--- src/rtl/avalon_reg_agent_if.sv ---
// Avalon-MM interface bundle; Agent modport faces the responder, Host the initiator.
// Combinational wiring only; flow control is carried by waitrequest.
// Host holds its command until it samples waitrequest low.
interface AVALON_IF #(
    parameter int ADDRESS_BITWIDTH = 4,
    parameter int DATA_BITWIDTH    = 32
);
    logic [ADDRESS_BITWIDTH-1:0]  address;
    logic [DATA_BITWIDTH/8-1:0]   byteenable;
    logic                         read;
    logic                         write;
    logic [DATA_BITWIDTH-1:0]     writedata;
    logic [DATA_BITWIDTH-1:0]     readdata;
    logic                         waitrequest;
    logic [1:0]                   response;

    modport Agent (
        input  address, byteenable, read, write, writedata,
        output readdata, waitrequest, response
    );

    modport Host (
        output address, byteenable, read, write, writedata,
        input  readdata, waitrequest, response
    );
endinterface

--- src/rtl/avalon_reg_agent.sv ---
// Avalon-MM register bank responder; AVALON_REG_AGENT_DECODE_ERR_EN selects DECODEERROR for out-of-range hits.
// Latency: waitrequest high for 2+WAIT_STATES cycles, then one ACK cycle with registered response.
// Backpressure: waitrequest stalls the host; the command is not latched, so the host must hold it through ACK.
module avalon_reg_agent #(
    parameter int                       ADDRESS_BITWIDTH = 4,
    parameter int                       DATA_BITWIDTH    = 32,
    parameter int                       NUM_REGS         = 8,
    parameter int                       WAIT_STATES      = 1,
    parameter logic [DATA_BITWIDTH-1:0] RESET_VALUE      = '0
) (
    input  logic                               clk,
    input  logic                               rst_n,
    AVALON_IF.Agent                            avalon_if,
    output logic [NUM_REGS*DATA_BITWIDTH-1:0]  reg_out,
    output logic [NUM_REGS-1:0]                reg_wr_strobe
);
    localparam int          NUM_BYTES   = DATA_BITWIDTH / 8;
    localparam logic [3:0]  WS_INIT     = 4'(WAIT_STATES);
    localparam logic [1:0]  RESP_OKAY   = 2'b00;
    localparam logic [1:0]  RESP_SLVERR = 2'b10;
`ifdef AVALON_REG_AGENT_DECODE_ERR_EN
    localparam logic [1:0]  RESP_OOR    = 2'b11;
`else
    localparam logic [1:0]  RESP_OOR    = 2'b00;
`endif

    typedef enum logic [1:0] {
        S_IDLE = 2'd0,
        S_WAIT = 2'd1,
        S_ACK  = 2'd2
    } state_t;

    state_t                    r_state, w_nxt_state;
    logic [3:0]                r_cnt, w_nxt_cnt;
    logic [DATA_BITWIDTH-1:0]  r_regs [NUM_REGS];
    logic [DATA_BITWIDTH-1:0]  r_readdata, w_nxt_readdata;
    logic [1:0]                r_resp, w_nxt_resp;
    logic [NUM_REGS-1:0]       r_strobe, w_nxt_strobe;
    logic                      r_waitreq;
    logic [NUM_REGS-1:0]       w_hit;
    logic                      w_in_range;
    logic                      w_req;
    logic [DATA_BITWIDTH-1:0]  w_rd_word;

    assign w_req = avalon_if.read | avalon_if.write;

    // One-hot address decode doubles as the read mux select and the write strobe.
    always_comb begin
        w_hit     = '0;
        w_rd_word = '0;
        for (int i = 0; i < NUM_REGS; i++) begin
            if (avalon_if.address == ADDRESS_BITWIDTH'(i)) begin
                w_hit[i]  = 1'b1;
                w_rd_word = r_regs[i];
            end
        end
        w_in_range = |w_hit;
    end

    always_comb begin
        w_nxt_state    = r_state;
        w_nxt_cnt      = r_cnt;
        w_nxt_readdata = '0;
        w_nxt_resp     = RESP_OKAY;
        w_nxt_strobe   = '0;
        case (r_state)
            S_IDLE: begin
                if (w_req) begin
                    w_nxt_state = S_WAIT;
                    w_nxt_cnt   = WS_INIT;
                end
            end
            S_WAIT: begin
                if (!w_req) begin
                    w_nxt_state = S_IDLE;
                end else if (r_cnt != 4'd0) begin
                    w_nxt_cnt = r_cnt - 4'd1;
                end else begin
                    w_nxt_state = S_ACK;
                    if (!w_in_range) begin
                        w_nxt_resp = RESP_OOR;
                    end else if (avalon_if.read) begin
                        // Read+write together resolves as a read with the write discarded.
                        w_nxt_readdata = w_rd_word;
                        w_nxt_resp     = avalon_if.write ? RESP_SLVERR : RESP_OKAY;
                    end else begin
                        w_nxt_strobe = w_hit;
                    end
                end
            end
            S_ACK:   w_nxt_state = S_IDLE;
            default: w_nxt_state = S_IDLE;
        endcase
    end

    always_ff @(posedge clk) begin
        if (!rst_n) begin
            r_state    <= S_IDLE;
            r_cnt      <= 4'd0;
            r_readdata <= '0;
            r_resp     <= RESP_OKAY;
            r_strobe   <= '0;
            r_waitreq  <= 1'b1;
        end else begin
            r_state    <= w_nxt_state;
            r_cnt      <= w_nxt_cnt;
            r_readdata <= w_nxt_readdata;
            r_resp     <= w_nxt_resp;
            r_strobe   <= w_nxt_strobe;
            r_waitreq  <= (w_nxt_state != S_ACK);
        end
    end

    // Commit at the end of ACK using the command the host is still holding.
    always_ff @(posedge clk) begin
        if (!rst_n) begin
            for (int i = 0; i < NUM_REGS; i++) begin
                r_regs[i] <= RESET_VALUE;
            end
        end else if (r_state == S_ACK) begin
            for (int i = 0; i < NUM_REGS; i++) begin
                if (r_strobe[i]) begin
                    for (int b = 0; b < NUM_BYTES; b++) begin
                        if (avalon_if.byteenable[b]) begin
                            r_regs[i][b*8 +: 8] <= avalon_if.writedata[b*8 +: 8];
                        end
                    end
                end
            end
        end
    end

    assign avalon_if.readdata    = r_readdata;
    assign avalon_if.response    = r_resp;
    assign avalon_if.waitrequest = r_waitreq;
    assign reg_wr_strobe         = r_strobe;

    for (genvar g = 0; g < NUM_REGS; g++) begin : g_reg_out
        assign reg_out[g*DATA_BITWIDTH +: DATA_BITWIDTH] = r_regs[g];
    end
endmodule

--- src/flat_wrapper.sv ---
// flat-port wrapper written by rule: the top's interface ports become plain ports
module avalon_reg_agent_flat 
#(
    parameter int                       ADDRESS_BITWIDTH = 4,
    parameter int                       DATA_BITWIDTH    = 32,
    parameter int                       NUM_REGS         = 8,
    parameter int                       WAIT_STATES      = 1,
    parameter logic [DATA_BITWIDTH-1:0] RESET_VALUE      = '0
)
  (clk, rst_n, reg_out, reg_wr_strobe, avalon_if_address, avalon_if_byteenable, avalon_if_read, avalon_if_write, avalon_if_writedata, avalon_if_readdata, avalon_if_waitrequest, avalon_if_response);
  AVALON_IF #(.ADDRESS_BITWIDTH(ADDRESS_BITWIDTH), .DATA_BITWIDTH(DATA_BITWIDTH)) avalon_if_i ();
  input  logic clk;
  input  logic rst_n;
  output logic [NUM_REGS*DATA_BITWIDTH-1:0] reg_out;
  output logic [NUM_REGS-1:0] reg_wr_strobe;
  input wire logic [$bits(avalon_if_i.address)-1:0] avalon_if_address;
  input wire logic [$bits(avalon_if_i.byteenable)-1:0] avalon_if_byteenable;
  input wire logic [$bits(avalon_if_i.read)-1:0] avalon_if_read;
  input wire logic [$bits(avalon_if_i.write)-1:0] avalon_if_write;
  input wire logic [$bits(avalon_if_i.writedata)-1:0] avalon_if_writedata;
  output wire logic [$bits(avalon_if_i.readdata)-1:0] avalon_if_readdata;
  output wire logic [$bits(avalon_if_i.waitrequest)-1:0] avalon_if_waitrequest;
  output wire logic [$bits(avalon_if_i.response)-1:0] avalon_if_response;
  assign avalon_if_i.address = avalon_if_address;
  assign avalon_if_i.byteenable = avalon_if_byteenable;
  assign avalon_if_i.read = avalon_if_read;
  assign avalon_if_i.write = avalon_if_write;
  assign avalon_if_i.writedata = avalon_if_writedata;
  assign avalon_if_readdata = avalon_if_i.readdata;
  assign avalon_if_waitrequest = avalon_if_i.waitrequest;
  assign avalon_if_response = avalon_if_i.response;
  avalon_reg_agent #(.ADDRESS_BITWIDTH(ADDRESS_BITWIDTH), .DATA_BITWIDTH(DATA_BITWIDTH), .NUM_REGS(NUM_REGS), .WAIT_STATES(WAIT_STATES), .RESET_VALUE(RESET_VALUE)) u_core (.clk(clk), .rst_n(rst_n), .avalon_if(avalon_if_i), .reg_out(reg_out), .reg_wr_strobe(reg_wr_strobe));
endmodule
--- config.mk ---
export PLATFORM = sky130hd
export DESIGN_NAME = avalon_reg_agent_flat
export DESIGN_NICKNAME = d
export VERILOG_FILES = /design/src/rtl/avalon_reg_agent_if.sv /design/src/rtl/avalon_reg_agent.sv /design/src/flat_wrapper.sv
export SDC_FILE = /design/constraint.sdc
export NUM_CORES = 1
export LEC_CHECK = 0
export CORE_MARGIN = 3
export CORE_UTILIZATION = 45
export CTS_CLUSTER_SIZE = 10
export DETAILED_ROUTE_END_ITERATION = 10
export DONT_BUFFER_PORTS = 1
export SETUP_SLACK_MARGIN = 0.3
export SYNTH_ARGS = -nofsm -noshare
export SYNTH_HDL_FRONTEND = slang
export SYNTH_SLANG_ARGS = --single-unit
--- constraint.sdc ---
create_clock -name clk -period 1.39 [get_ports clk]
set_input_delay 0.278 -clock clk [delete_from_list [all_inputs] [get_ports clk]]
set_output_delay 0.278 -clock clk [all_outputs]
set_load 0.005 [all_outputs]
### Word level (Yosys, flattened, before mapping)

Memory sizes are Yosys's and may differ from the RTL's.
Cells that the tools add are included.
W data, S select, Z words.

* register bits: 49
* latch bits: 0
* RAM bits: 256
* ROM bits: 0
* bits of input ports: 44
* memories: 1

* add/sub/neg operators: 1
* multiply operators: 0
* divide/modulo/power cells: 0
* order comparisons: 0
* equality and inequality tests: 13
* shift operators: 0
* muxes and demuxes: 190
* bitwise gates (word level): 38
* reduce and logical (&&, ||, !) cells: 8

Memories
* u_core.r_regs: depth 8, bits a word 32, read ports 8, clocked after memory_dff 0, write ports 8, line avalon_reg_agent.sv:35 `logic [DATA_BITWIDTH-1:0] r_regs [NUM_REGS];`

Operators by type and width (count)
* $mux W32: 8
* $mux W8: 32
* $mux W1: 141
* $or A1 B1 Y1: 33
* $eq A4 B3 Y1 const B: 4
* $mux W4: 3
* $reduce_or A6 Y1: 2
* $eq A4 B2 Y1 const B: 2
* $mux W2: 4
* $pmux W4 S2: 1
* $reduce_or A8 Y1: 1
* $ne A2 B1 Y1 const B: 3
* $not A1 Y1: 5
* $eq A4 B1 Y1 const B: 1
* $logic_not A4 Y1: 1
* $pmux W2 S2: 1
* $reduce_and A4 Y1: 1
* $reduce_bool A4 Y1: 1
* $sub A4 B1 Y4 const B: 1
* $eq A2 B1 Y1 const B: 1
* $eq A2 B2 Y1 const B: 1
* $logic_not A2 Y1: 1
* $ne A2 B2 Y1 const B: 1
* $reduce_bool A2 Y1: 1

### Depth between registers and ports, before layout

* depth in word-level cells: 9
* depth in mapped cells: 8
* gate-level depth less buffers: 7

### Worst setup path after synthesis

Ideal clock, no wire load.

* kind: input to register
* start: input port rst_n
* end: memory u_core.r_regs[0][0] (enable)
* setup time: 303 ps
* data arrival time: 1200 ps
* path slack: -113 ps
* stages: 4
* buffers on the path: 3
* cell sequence: buf_2 clkbuf_1 clkbuf_1 nand2_1

RTL lines
* from (decl): line flat_wrapper.sv:13 `input logic rst_n;`
* to (decl): line avalon_reg_agent.sv:35

### Final worst setup path

* start: register u_core.r_cnt[1]
* end: register u_core.r_readdata[23], in the netlist u_core.avalon_if.readdata[23]

* word-level cells in the longest chain between the ends: 2

RTL lines
* from (decl): line avalon_reg_agent.sv:34 `logic [3:0] r_cnt, w_nxt_cnt;`
* from (signal assigned): line avalon_reg_agent.sv:106 `r_cnt <= w_nxt_cnt;`
* $reduce_bool A4 Y1: line avalon_reg_agent.sv:76 `end else if (r_cnt != 4'd0) begin`
* $reduce_or A6 Y1 (no line)
* to (signal assigned): line avalon_reg_agent.sv:107 `r_readdata <= w_nxt_readdata;`
* to (decl): line avalon_reg_agent.sv:36 `logic [DATA_BITWIDTH-1:0] r_readdata, w_nxt_readdata;`

Every way passes these cells.
A chain may end at the register's enable or synchronous reset.

==> results.cfg <==
[critical_path]
path_max_fanout = 5
slowest_delay_ps = 320
critPathTopFamily = simple AND/OR/NAND/NOR gates
crit_buf_inv = 3
r2r_slack_ps = -210
start_kind = flop
arrival_ps = 2050
slowest_stage = dfxtp_2
cpMostUsedCell = nor3b_4
critical_path.startpoint = u_core.r_cnt[1]$_SDFFE_PN0P_
reg2reg_depth = 8
cp-end-kind = flop
cp_cell_sequence = inv_2 -> ha_4 -> nor3b_4 -> nand3_4 -> nor3b_4 -> buf_6 -> clkbuf_16 -> and3_1
rr_endpoint = u_core.avalon_if.readdata[23]$_SDFF_PP0_
regToRegStartpoint = u_core.r_cnt[1]$_SDFFE_PN0P_
worstSetupPathType = flop to flop
worstPathRequired_ps = 1840

[synth]
synth_nets = 1122
synth_seq_cells = 304
synth_ff_type = edfxtp_1
yosysUniqueCellTypes = 39
ys_warn_count = 0
seq_area_frac_synth = 0.668
synth-edff-count = 256
synthArstFlopShare = 0
yosysTopAreaCellShare = 0.593
synth_xor_area_frac = 0.00135
synthMuxAreaShare = 0.0601
synth_top_family_by_area = simple AND/OR/NAND/NOR gates
synth_compound_area_frac = 0.0844
syn_area_um2 = 13000
synth_fa_ha_area_frac = 0.00193
syn_avg_cell_area_um2 = 12.0
synth_cells = 1076
synth_area_leaders = edfxtp_1 (59%), dfxtp_1 (7.4%), nor2_1 (6.8%)
synth_top_area_cell = edfxtp_1
synthSimpleGateAreaFrac = 0.144

[cts]
clock_path_buffers = 3
tritoncts = done
clk_latency_ps = 510
numCtsBuffers = 37
cts.clk_slew.worst_paths_ps = 60
cts_sinks = 304
cts_root_buf = clkbuf_16
htree_levels = 2

[global_routing]
track_usage = 0.255
antenna_found_initial = 2
grt_max_degree = 155
grt_pass1_vias = 9052
grt_pass1_wl_um = 59100
overflow = 0

[power_and_ir_drop]
ir_drop_uv = 891
pwr_density_cell_nw_per_um2 = 1170
leakage_nw = 6.39

[die]
fp.dieW_um = 176
io_pins = 343
dieArea_um2 = 30900
initial_core_util = 0.461
die_y_um = 176
fp.coreArea_um2 = 28100
rows = 61

[route]
wl_per_cell_um = 26.3
drt_pass1_iterations = 5
drt-initial-drc-count = 606
via_count = 9195
routed_wl_um = 41900
vias_per_cell = 5.77
drtAntennaViolNets = 0
drc = 0

[hold_path]
hp-class = input port to flop
min_from = avalon_if_address[1]
whs_endpoint = u_core.reg_wr_strobe[4]$_SDFF_PP0_
holdPathStages = 1

[layout]
layout_common_cells = edfxtp_1 (256), nor2_4 (135), a21oi_1 (78)
layout_commonest_cell = edfxtp_1
num-nets-final = 1231
area_growth_pct = 39.4
final_area_um2 = 18100
drive_gt1_frac = 0.381

[place]
dp_hpwl_um = 27500
port_buffers = 0
place_area_um2 = 15000
routabilityCongestion = 0.824

[sta]
fin_tns_setup_ps = -18910
setup_viol = 362
drv_slew = 0
clock.fmax_mhz = 625
hold_viol_final = 9
min_period_ps = 1600
timing.final.crit_share = 1.15
slew_headroom = 0.552
tightest_slew_ps = 670
holdWs_ps = -131
fin_worst_skew_ps = 8.99
setup_ws_ps = -211
rsz0062_at_grt = yes

[status]
violations = negative hold slack, negative setup slack
status = finished with violations

[flow_run]
max_cap_violations = 0
-- Yosys cell counts (9+ instances only) --
master / count
a21oi_1: 79
nand2_1: 101
nor2_1: 234
o21ai_0: 37
and3_1: 25
buf_4: 9
inv_1: 35
o32ai_1: 24
a22oi_1: 30
buf_6: 12
buf_2: 22
dfxtp_1: 48
clkbuf_1: 20
nand2b_1: 25
edfxtp_1: 256
mux2i_1: 62
-- state kept, by name, summed over array words and instances, names as in the netlist --
register                      flops
u_core.reg_wr_strobe              8
u_core.r_cnt                      4
u_core.r_regs                   256
u_core.avalon_if.waitrequest      1
u_core.r_state                    2
u_core.avalon_if.response         1
u_core.avalon_if.readdata        32
-- layer usage --
layer  vias up  share of wire  global-route usage
li1       4101              -                   -
met1      4611           0.38               0.326
met2       419           0.50               0.419
met3        64          0.099              0.0806
met4         0          0.022              0.0775
met5         -              0                   0
-- final cells by class --
cell class / count / area (um^2)
sequential: 304 / 8670
multi-input combinational: 674 / 6000
antenna: 2 / 5.00
inverter: 35 / 131
fill: 2173 / 10000
clock buffer: 64 / 1070
tap: 378 / 473
clock inverter: 4 / 22.5
timing repair buffer: 133 / 1690
-- repair_timing --
item,CTS,global route
hold buffers,4,2
resized for setup,166,295
endpoints found under the setup margin,794,794
gates cloned,0,3
hold endpoints to repair,65,28
pin swaps,28,23
setup buffers,9,8
-- through the flow --
step | total power [mW] | worst slack (ps) | utilization | hold WS, ps | cells
floorplan | 11.8 | -75.6 | - | 400 | 1076
global placement | 12.1 | -174 | 0.533 | 375 | 1498
detailed placement | 12.2 | -231 | 0.533 | 373 | 1498
CTS | 21.0 | -213 | 0.598 | -171 | 1579
global route | 21.7 | -309 | 0.643 | -184 | 1594
finish | 21.0 | -211 | 0.643 | -131 | 1594
-- cells by family (layout without fill, tap and decap cells) --
| kind of cell | after synthesis | count (layout) |
|---|---|---|
| other cells | 1 | 3 |
| mux | 72 | 72 |
| buf+inv | 98 | 236 |
| fa+ha+maj | 2 | 2 |
| compound gates | 179 | 179 |
| flops | 304 | 304 |
| simple gates | 418 | 418 |
| xor+xnor | 2 | 2 |
-- report_power, final --
group	internal, mW	switching [mW]	leakage, nW
Sequential	10.3	0.347	2.99
Combinational	0.695	0.937	2.87
Clock	5.21	3.57	0.524
-- how the worst max path moves through the flow --
| stage | slack [ps] | end | depth (start not counted) |
|---|---|---|---|
| detailed placement | -230 | u_core.reg_wr_strobe[0]$_SDFF_PP0_ | 8 |
| global placement | -170 | u_core.reg_wr_strobe[0]$_SDFF_PP0_ | 8 |
| finish | -210 | u_core.avalon_if.readdata[23]$_SDFF_PP0_ | 8 |
| floorplan | -80 | u_core.avalon_if.readdata[19]$_SDFF_PP0_ | 7 |
| global route | -310 | u_core.reg_wr_strobe[4]$_SDFF_PP0_ | 8 |
| CTS | -210 | u_core.reg_wr_strobe[4]$_SDFF_PP0_ | 8 |
No activity file was read; power rests on OpenSTA's default activity.
==> variant 1 (config.mk and constraints unchanged) <==
Re-encode `state_t` (3 states) as one-hot, 3 bits wide.
--- a/src/rtl/avalon_reg_agent.sv
+++ b/src/rtl/avalon_reg_agent.sv
@@ -24,10 +24,10 @@
     localparam logic [1:0]  RESP_OOR    = 2'b00;
 `endif
 
-    typedef enum logic [1:0] {
-        S_IDLE = 2'd0,
-        S_WAIT = 2'd1,
-        S_ACK  = 2'd2
+    typedef enum logic [2:0] {
+        S_IDLE = 3'b001,
+        S_WAIT = 3'b010,
+        S_ACK  = 3'b100
     } state_t;
 
     state_t                    r_state, w_nxt_state;
Check against the original RTL: no difference found for any inputs over 4 cycles, from zero or initial values and one cycle with rst_n low; so few cycles prove little.
==> variant 1 against the unedited design <==
- the flow still finishes with violations (hold timing, setup timing)
- non-clock buffer count grew 86
- setup slack lost 0.075 ns
- clock skew barely moved
- core utilization rose by 4.9 points
- die area down 2.7%
- area after synthesis shrank 2.8%
- routed wire length fell by 0.98%
- cell area rose by 4.5%
- sequential cell count rose by 1
- power increased by 0.43%
- first-iteration DRC count increased by 1.8%
- critical path type unchanged
- highest routed layer unchanged
==> variant 1: results (changes against the unedited design) <==
| Metric | Value |
|---|---|
| Hold-fix buffers, CTS | 7 (+3) |
| Crit-path slowest cell | dfxtp_4 |
| Post-CTS setup buffers | 20 (+11) |
| Post-DP HPWL | 27000 um (-2.0%) |
| Logic power comb | 1.75 mW (+7%) |
| Hold EP | u_core.r_state[0]$_SDFF_PN1_ |
| Vias | 8843 (-3.8%) |
| Commonest cells in the netlist | edfxtp_1 (256), nor2_1 (240), nand2_1 (115), dfxtp_1 (49), inv_1 (44) |
| Fin. Hold Viols | 5 (-4) |
| Met2 usage | 43.5% (+1.6 points) |
| Setup Skew | 0.00930 ns (+0.000315 ns) |
| Failing checks | hold timing, setup timing |
| Highest metal used | met4 |
| Metal-1 WL | 16200 um (+1.5%) |
| # resized after CTS | 293 (+77%) |
| Origin of the worst setup path | u_core.r_state[2]$_SDFF_PN0_ |
| Share of cells above drive strength 1 | 52.1% (+14 points) |
| Sum Neg Setup Slack | -85.45 ns (-66.55 ns) |
| Nets | 1205 (-2.1%) |
| Syn nets | 991 (-12%) |
| First-pass GRT wire length | 58800 um (-0.57%) |
| CP Capture Point | u_core.avalon_if.readdata[3]$_SDFF_PP0_ |
| Status | finished, violations left |
| ANT cells | 0 (-2) |
| Worst setup margin | -0.286 ns (-0.0753 ns) |
| Slew @ Worst Pin | 1.01 ns (+0.336 ns) |
| Worst vdd ir | 0.842 mV (-5.5%) |
| Area contributors post-synth | edfxtp_1 (61%), dfxtp_1 (7.8%), nor2_1 (7.2%) |
| Number of global-route vias before repair | 8888 (-1.8%) |
| Synth cell types | 43 (+10%) |
| # setup viols final | 496 (+37%) |
| Critical Path Fanout Max | 4 (-1) |
| GRT Total Usage | 26.1% (+0.64 points) |
| GP Congestion | 0.831 (+0.84%) |
| Seq/Total Area, Yosys | 68.8% (+2.1 points) |
| HP Start | rst_n |
| P_leak | 6.56 nW (+2.7%) |
| Sw frac | 23.1% (-0.031 points) |
| 1st-iter DRT viols | 617 (+1.8%) |
| Largest net degree at the start of global routing | 116 (-25%) |
| M1 GR Usage | 33.8% (+1.2 points) |
| CP max stage delay | 0.36 ns (+0.04 ns) |
| DR WL met2 | 20900 um (+0.35%) |
| Worst hold slack | -0.0337 ns (+0.0969 ns) |
| Grt met3 use | 8.39% (+0.32 points) |
==> variant 1: cell count changes after synthesis, moves of 9 or more <==
cell / before / now
a21oi_1: 79 / 1
mux2i_1: 62 / 25
a22oi_1: 30 / 0
mux4_2: 4 / 33
and3_1: 25 / 0
o21ai_0: 37 / 12
o32ai_1: 24 / 0
a211oi_1: 0 / 21
nor2b_1: 2 / 22
a2111oi_2: 0 / 17
nand2b_1: 25 / 8
nand2_1: 101 / 115
inv_1: 35 / 44
==> variant 1: critical path: cells and delay by family, from the launching register on <==
kind,cells,cell delay [ns]
AND/OR/NAND/NOR,4,0.64
flip-flops,1,0.36
buffers and inverters,3,0.38
AO/OA/AOI/OAI,1,0.19
==> variant 1: final cells by class <==
class                   instances  area (um2)
clock inverters                 3        38.8
fillers                      1901        8390
well taps                     372         465
inverters                      45         169
clock buffers                  60        1020
flip-flops and latches        305        8740
multi-input cells             551        5920
repair buffers                219        2510
==> variant 1: logic make-up (layout without fill, tap and decap cells) <==
kind of cell / count (synthesis) / count (layout) / synth area share, %
simple gates: 409 / 409 / 13.6
fa+ha+maj: 2 / 2 / 0.199
compound gates: 78 / 78 / 5.86
flops: 305 / 305 / 68.8
buf+inv: 89 / 327 / 3.40
xor+xnor: 3 / 3 / 0.209
mux: 58 / 58 / 7.89
other cells: 1 / 1 / 0.0298
==> variant 1: stage by stage <==
stage / power (mW) / instance area, um2 / utilization, % / cells
after floorplan: 11.7 / 13200 / - / 945
after CTS: 21.0 / 17200 / 63.2 / 1542
after global routing: 21.8 / 18900 / 69.2 / 1555
after global placement: 12.1 / 14700 / 54.1 / 1452
final: 21.1 / 18900 / 69.2 / 1555
after detailed placement: 12.2 / 14700 / 54.1 / 1452
==> variant 2 (same flow settings) <==
Made on the original files. Build with the macro `AVALON_REG_AGENT_DECODE_ERR_EN` defined.
--- a/src/rtl/avalon_reg_agent.sv
+++ b/src/rtl/avalon_reg_agent.sv
@@ -1,6 +1,8 @@
 // Avalon-MM register bank responder; AVALON_REG_AGENT_DECODE_ERR_EN selects DECODEERROR for out-of-range hits.
 // Latency: waitrequest high for 2+WAIT_STATES cycles, then one ACK cycle with registered response.
 // Backpressure: waitrequest stalls the host; the command is not latched, so the host must hold it through ACK.
+`define AVALON_REG_AGENT_DECODE_ERR_EN
+
 module avalon_reg_agent #(
     parameter int                       ADDRESS_BITWIDTH = 4,
     parameter int                       DATA_BITWIDTH    = 32,
Check against the original RTL: not equivalent (Yosys sat finds a counterexample within 4 cycles, from zero or initial values and one cycle with rst_n low).
==> variant 2 against the unedited design <==
- the run ends with setup timing left
- via count up 2.3%
- setup slack worse by 0.059 ns
- sequential cell count up 1
- power up 0.41%
- count of clock-buffer cells in the layout unchanged
- area after synthesis down 0.88%
- routed wire length up 3.3%
- cell area up 5.3%
- die area down 0.85%
- sequential power about the same
- highest routed layer unchanged
==> variant 2: results (changes against the unedited design) <==
| Metric | Value |
|---|---|
| Worst setup margin | -0.270 ns (-0.0588 ns) |
| Worst hold slack | 0.0158 ns (+0.146 ns) |
| Share of synthesized registers carrying an async set or reset | 0% (unchanged) |
| Post-CTS setup buffers | 5 (-4) |
| Vias | 9409 (+2.3%) |
| DR WL met2 | 21400 um (+2.7%) |
| Signal buffers | 209 (+57%) |
| Origin of the worst setup path | u_core.r_cnt[0]$_SDFFE_PN0P_ |
| Worst slack, placed | -0.362 ns (-0.132 ns) |
| Multi-input logic portion of the cell area | 32.5% (-0.69 points) |
| Max_slew headroom | 56.2% (+1.0 points) |
| Multi-input gate count | 641 (-4.9%) |
| Share of cells above drive strength 1 | 48.4% (+10 points) |
| Synth Warn # | 0 (unchanged) |
| #FFs+latches synth | 305 (+0.33%) |
| Signal inverters | 39 (+11%) |
| Power per cell area | 1110 nW/um2 (-4.7%) |
| Latest clock arrival within the worst-skew pair | 0.50 ns |
| Placement Cell Area | 15000 um2 (about the same) |
| Clk tree area frac | 5.58% (-0.47 points) |
| Worst vdd ir | 0.767 mV (-14%) |
| Grt met3 use | 6.80% (-1.3 points) |
| Setup Skew | 0.0107 ns (+0.00169 ns) |
| ANT cells | 0 (-2) |
| Reg2reg end | u_core.avalon_if.readdata[6]$_SDFF_PP0_ |
| Largest net degree at the start of global routing | 91 (-41%) |
| Metal-1 WL | 17100 um (+7.5%) |
| Hold Path Cell Cnt | 2 (+1) |
| Nets | 1279 (+3.9%) |
| Placed cell count | 1537 (+2.6%) |
| Met2 usage | 44.6% (+2.8 points) |
| HP Start | avalon_if_address[2] |
| Area contributors post-synth | edfxtp_1 (60%), dfxtp_1 (7.6%), nor2_1 (6.9%) |
| # resized after CTS | 302 (+82%) |
| Die Wd | 175 um (-0.42%) |
| Seq/Total Area, Yosys | 67.5% (+0.75 points) |
| Post-DP HPWL | 28200 um (+2.4%) |
| Root Buffer | clkbuf_16 |
| Synth Instances | 1036 (-3.7%) |
| First-pass GRT wire length | 61300 um (+3.7%) |
| Status | finished, violations left |
| Synth cell types | 45 (+15%) |
| M1 GR Usage | 35.8% (+3.2 points) |
| Reg2Reg Depth | 9 (+1) |
| Critical Path Fanout Max | 11 (+6) |
| Commonest cells in the netlist | edfxtp_1 (256), nor2_1 (236), nand2_1 (142), a21oi_1 (49), dfxtp_1 (49) |
| Hold-fix buffers, CTS | 3 (-1) |
| Failing checks | setup timing |
| 1st-iter DRT viols | 641 (+5.8%) |
| Seq. cell area | 8690 um2 (+0.29%) |
| GRT Total Usage | 26.9% (+1.4 points) |
| Initial antenna violation count | 0 (-2) |
| Number of global-route vias before repair | 9099 (+0.52%) |
| Routed wire length | 43200 um (+3.3%) |
| # setup viols final | 208 (-43%) |
| GP Congestion | 0.841 (+2.0%) |
| Vias per cell | 5.75 (-0.36%) |
| P_leak | 6.81 nW (+6.6%) |
==> variant 2: cell count changes after synthesis, sizes merged, moves of 14 or more <==
cell    unedited run  this run
nand2            101       143
nor3               3        17
a21oi             79        49
a21o               0        40
a22oi             30         1
mux2i             62        25
a21bo              0        19
o32ai             24         1
buf               43        23
nand2b            25         1
mux4               4        32
and3              27         2
==> variant 2: cell families (layout without fill, tap and decap cells) <==
kind of cell             Yosys count  after routing  share of synthesized area [%]
multiplexers                      58             58                           7.65
adder cells (fa/ha/maj)            2              2                          0.195
flip-flops                       305            305                           67.5
buffers and inverters             90            313                           3.08
AO/OA/AOI/OAI                    163            163                           8.25
AND/OR/NAND/NOR                  418            418                           13.3
==> variant 2: power breakdown <==
group / internal [mW] / switching, mW / total [mW]
sequential: 10.3 / 0.347 / 10.6
clock: 5.12 / 3.50 / 8.62
combinational: 0.875 / 0.992 / 1.87
total: 16.3 / 4.84 / 21.1
